--- config.mk ---
export PLATFORM = sky130hd
export DESIGN_NAME = serial_subtractor
export DESIGN_NICKNAME = d
export VERILOG_FILES = /design/src/rtl/serial_subtractor.sv
export SDC_FILE = /design/constraint.sdc
export NUM_CORES = 1
export LEC_CHECK = 0
export CORE_UTILIZATION = 44
export CTS_BUF_LIST = sky130_fd_sc_hd__clkbuf_4
export DETAILED_ROUTE_END_ITERATION = 8
export PLACE_DENSITY = 0.79
export SLEW_MARGIN = 30
export SYNTH_ARGS = -nofsm -noshare
export SYNTH_HDL_FRONTEND = slang
export SYNTH_SLANG_ARGS = --single-unit
export TNS_END_PERCENT = 100
--- constraint.sdc ---
create_clock -name clk -period 1.25 [get_ports clk]
set_input_delay 0.25 -clock clk [delete_from_list [all_inputs] [get_ports clk]]
set_output_delay 0.25 -clock clk [all_outputs]
set_load 0.03 [all_outputs]
--- src/rtl/serial_subtractor.sv ---
`default_nettype none
// ============================================================================
// Module   : serial_subtractor
// Brief    : Bit-serial LSB-first unsigned subtractor (diff = a - b), one bit
//            per clock through a single full-subtractor cell. Optional macro
//            SERIAL_SUBTRACTOR_OVF_EN adds a signed-overflow output ovf.
// Revision : 1.0 - initial release
// ============================================================================
module serial_subtractor #(
    parameter int WIDTH = 8
) (
    input  logic             clk,
    input  logic             rst,
    input  logic             start,
    input  logic [WIDTH-1:0] a,
    input  logic [WIDTH-1:0] b,
    output logic             busy,
    output logic             done,
    output logic [WIDTH-1:0] diff,
`ifdef SERIAL_SUBTRACTOR_OVF_EN
    output logic             ovf,
`endif
    output logic             bout
);

    localparam int CNT_W = (WIDTH > 2) ? $clog2(WIDTH) : 1;
    localparam logic [CNT_W-1:0] C_LAST = CNT_W'(WIDTH - 1);

    typedef enum logic [1:0] {
        IDLE = 2'd0,
        RUN  = 2'd1,
        DONE = 2'd2
    } state_t;

    state_t           r_state;
    state_t           w_next_state;
    logic [WIDTH-1:0] r_sa;
    logic [WIDTH-1:0] r_sb;
    logic [WIDTH-1:0] r_res;
    logic             r_br;
    logic [CNT_W-1:0] r_cnt;
    logic [WIDTH-1:0] r_diff;
    logic             r_bout;
    logic             w_load;
    logic             w_last;
    logic             w_d;
    logic             w_br_next;
    logic [WIDTH-1:0] w_res_next;

    // Full-subtractor cell operating on the current LSBs.
    assign w_d        = r_sa[0] ^ r_sb[0] ^ r_br;
    assign w_br_next  = (~r_sa[0] & r_sb[0]) | (~(r_sa[0] ^ r_sb[0]) & r_br);
    assign w_res_next = {w_d, r_res[WIDTH-1:1]};
    assign w_load     = start && ((r_state == IDLE) || (r_state == DONE));
    assign w_last     = (r_state == RUN) && (r_cnt == C_LAST);

    always_ff @(posedge clk) begin
        if (rst) begin
            r_state <= IDLE;
        end else begin
            r_state <= w_next_state;
        end
    end

    always_comb begin
        w_next_state = r_state;
        case (r_state)
            IDLE:    if (start) w_next_state = RUN;
            RUN:     if (r_cnt == C_LAST) w_next_state = DONE;
            DONE:    w_next_state = start ? RUN : IDLE;
            default: w_next_state = IDLE;
        endcase
    end

    always_ff @(posedge clk) begin
        if (rst) begin
            r_sa   <= '0;
            r_sb   <= '0;
            r_res  <= '0;
            r_br   <= 1'b0;
            r_cnt  <= '0;
            r_diff <= '0;
            r_bout <= 1'b0;
        end else if (w_load) begin
            r_sa  <= a;
            r_sb  <= b;
            r_res <= '0;
            r_br  <= 1'b0;
            r_cnt <= '0;
        end else if (r_state == RUN) begin
            r_sa  <= {1'b0, r_sa[WIDTH-1:1]};
            r_sb  <= {1'b0, r_sb[WIDTH-1:1]};
            r_res <= w_res_next;
            r_br  <= w_br_next;
            r_cnt <= r_cnt + 1'b1;
            if (w_last) begin
                r_diff <= w_res_next;
                r_bout <= w_br_next;
            end
        end
    end

`ifdef SERIAL_SUBTRACTOR_OVF_EN
    logic r_a_sign;
    logic r_b_sign;
    logic r_ovf;

    // Sign bits must be captured at load since the operand registers shift.
    always_ff @(posedge clk) begin
        if (rst) begin
            r_a_sign <= 1'b0;
            r_b_sign <= 1'b0;
            r_ovf    <= 1'b0;
        end else begin
            if (w_load) begin
                r_a_sign <= a[WIDTH-1];
                r_b_sign <= b[WIDTH-1];
            end
            if (w_last) begin
                r_ovf <= (r_a_sign != r_b_sign) && (w_d != r_a_sign);
            end
        end
    end

    assign ovf = r_ovf;
`endif

    assign busy = (r_state == RUN);
    assign done = (r_state == DONE);
    assign diff = r_diff;
    assign bout = r_bout;

endmodule
`default_nettype wire

==> results.json <==
{
  "status": "finished, violations left",
  "violations": "negative setup slack",
  "hp-start": "diff[3]",
  "max-vdd-ir-drop_mv": 0.722,
  "cp-start-kind": "flip-flop",
  "seq_power_share": 0.559,
  "antennaDiodeCount": 0,
  "antenna_found_initial": 0,
  "final_layout_size_suffix_gt1_frac": 0.347,
  "gp_congestion": 0.700,
  "p_int_mw": 1.70,
  "p_leak_nw": 0.757,
  "final.setup.tns_ns": -0.133,
  "crit_path_top_delay_cell": "dfxtp_2",
  "maxSlewViolCount": 0,
  "die_area_mm2": 0.00391,
  "total_power_mw": 2.33,
  "ctsHoldBuffers": 0,
  "synth_top_area_frac": 0.472,
  "utilization": 0.625,
  "m1WireLength_um": 1590,
  "grt_pass1_vias": 1276,
  "instances_no_fill": 262,
  "start_util": 0.472,
  "min_path_type": "reg2reg",
  "ys_ff_latch": 38,
  "r2r-start": "r_state[0]",
  "synthAdderAreaFrac": 0.0279,
  "yosysMostFrequentCell": "dfxtp_1",
  "htreeDepth": 2,
  "grt_usage": 0.183,
  "post-route-min-period_ns": 1.35,
  "grt_max_degree": 28,
  "synth-async-reset-ratio": 0,
  "clk_pin_slew_worst_paths_ns": 0.11,
  "top_layer": "met4",
  "setup_ws_ns": -0.0988,
  "maxSlewHeadroom": 0.761,
  "synth_top_family_by_area": "simple AND/OR/NAND/NOR gates",
  "fin_nets": 237,
  "io_buffers": 29,
  "synthSimpleGateAreaFrac": 0.224,
  "power_switching_mw": 0.631,
  "worstPathArrival_ns": 1.10,
  "criticalPathCategory": "reg2out",
  "synth.avg_cell_area_um2": 9.27,
  "ys_seq_area_frac": 0.472,
  "drt_iter0_drc": 61,
  "yosys-top-cells-area": "dfxtp_1, nand2_1, nor3_1",
  "whs_ns": 0.462,
  "root_buffer": "clkbuf_4",
  "drt_wl_total_um": 3270,
  "via_count": 1339,
  "cts_tree": "built",
  "syn2layout_area_growth_pct": 32.4,
  "synth_edf_count": 0,
  "p_clk_frac": 0.270,
  "clk_path_buf_depth": 2,
  "grt_pass1_wl_um": 5680,
  "r2r-end": "r_sb[0]",
  "hold_path_end": "diff[3]",
  "synth_xor_area_frac": 0.00543,
  "die_h_um": 62.5,
  "synthMuxAreaShare": 0.0124,
  "ant_nets": 0,
  "max_stage_delay_ns": 0.37,
  "syn_area_mm2": 0.00161,
  "io_pins": 30,
  "power_density_mw_per_mm2": 1090,
  "crit_chain": "buf_6 > nor2b_1 > buf_4",
  "cts.sinks": 38,
  "fin_skew_ns": 0.0167,
  "dieWidth_um": 62.5,
  "worstPathRequired_ns": 1.00,
  "hold_depth": 2,
  "cts_inserted_buffers": 5,
  "crit_path_max_fanout": 4,
  "r2r_setup_slack_ns": 0,
  "synth-compound-area-share": 0.183,
  "met3_length_um": 139,
  "routed_via_density": 5.11,
  "dp_cells": 248,
  "hold_viol_final": 0,
  "fp-row-count": 21,
  "synth_largest_area_cell": "dfxtp_1",
  "maxCapViolCount": 0,
  "r2r_cells": 5,
  "period_share": 1.08,
  "synthTopCellsByCount": "dfxtp_1, nand2_1, nor3_1",
  "hpwl_um": 2110,
  "wl_per_cell_um": 12.5,
  "yosysWarnings": 0,
  "drc": 0,
  "clkLatencyLatePin_ns": 0.35,
  "p_comb_frac": 0.171,
  "worst_setup_path_end_kind": "primary output",
  "core-area_mm2": 0.00342,
  "tightest_slew_ns": 0.358,
  "ys.flop_type": "dfxtp_1",
  "synthCells": 174,
  "drtPass1Iterations": 4,
  "switching_share": 0.270,
  "syn_nets": 196,
  "grt_overflow": 0,
  "wl_met2_um": 1490,
  "fmax_mhz": 741,
  "rsz0062_at_grt": "yes",
  "ys_types": 28,
  "setup_violations": 2
}
what timing repair did:
item | in CTS | in global routing
hold endpoints to repair | 0 | 0
setup buffers | 3 | 2
pin swaps | 0 | 6
setup endpoints to repair | 11 | 40
gates cloned | 0 | 1
resized for setup | 6 | 27
flip-flops by register name, summed over array words and instances, names as in the netlist:
signal	count
r_state	2
r_res	7
diff	8
bout	1
r_sb	8
r_sa	8
r_cnt	3
r_br	1
power groups by stage:
| stage | clock network [mW] | logic, mW | registers [mW] |
|---|---|---|---|
| 6_report | 0.630 | 0.399 | 1.30 |
| 5_1_grt | 0.694 | 0.437 | 1.31 |
| 4_1_cts | 0.634 | 0.375 | 1.30 |
| 3_5_place_dp | 0 | 0.360 | 1.33 |
| 3_3_place_gp | 0 | 0.354 | 1.33 |
| 2_1_floorplan | 0 | 0.254 | 1.32 |
per-layer routing:
layer | vias to the layer above | global-route usage
li1 | 685 | -
met3 | 4 | 0.0328
met5 | - | 0
met1 | 625 | 0.235
met2 | 25 | 0.299
met4 | 0 | 0.0785
kinds of logic (layout without fill, tap and decap cells):
group | count (synthesis) | after routing
fa+ha+maj | 3 | 3
simple gates | 74 | 74
mux | 2 | 2
flops | 38 | 38
buf+inv | 18 | 60
compound gates | 38 | 38
xor+xnor | 1 | 1
worst max-delay path by stage:
| stage | startpoint | depth (start not counted) | end |
|---|---|---|---|
| 6_report | r_state[0] | 3 | done |
| 3_5_place_dp | start | 5 | r_sb[7] |
| 4_1_cts | r_state[1] | 3 | busy |
| 5_1_grt | r_state[0] | 3 | done |
| 3_3_place_gp | start | 5 | r_sb[7] |
| 2_1_floorplan | r_cnt[0] | 5 | r_state[0] |
cell usage in the layout (no fill, tap or decap), types with 7 or more instances in the layout:
cell type	n
nor2_1	7
buf_6	9
a21oi_2	7
nand3_2	7
nor3_1	16
o22ai_1	8
nand2_1	28
clkdlybuf4s50_1	18
buf_4	20
a21oi_1	13
dfxtp_1	34
stage by stage:
step,setup WS (ns),area (µm²)
global placement,-0.190,1950
floorplan,0.0591,1610
detailed placement,-0.250,1950
CTS,-0.0997,2030
global route,-0.153,2140
finish,-0.0988,2140
worst max-delay path, delay by kind of cell, from the launching register on:
| kind | cells | cell delay (ns) |
|---|---|---|
| simple gates | 1 | 0.10 |
| buf+inv | 2 | 0.28 |
| flops | 1 | 0.37 |
layout make-up:
class / count / area [µm²]
clock inverter: 2 / 8.76
multi-input combinational: 118 / 788
timing repair buffer: 49 / 457
tap: 46 / 57.6
inverter: 3 / 13.8
fill: 298 / 1280
clock buffer: 6 / 45.0
sequential: 38 / 766
No activity file was read; power rests on OpenSTA's default activity.
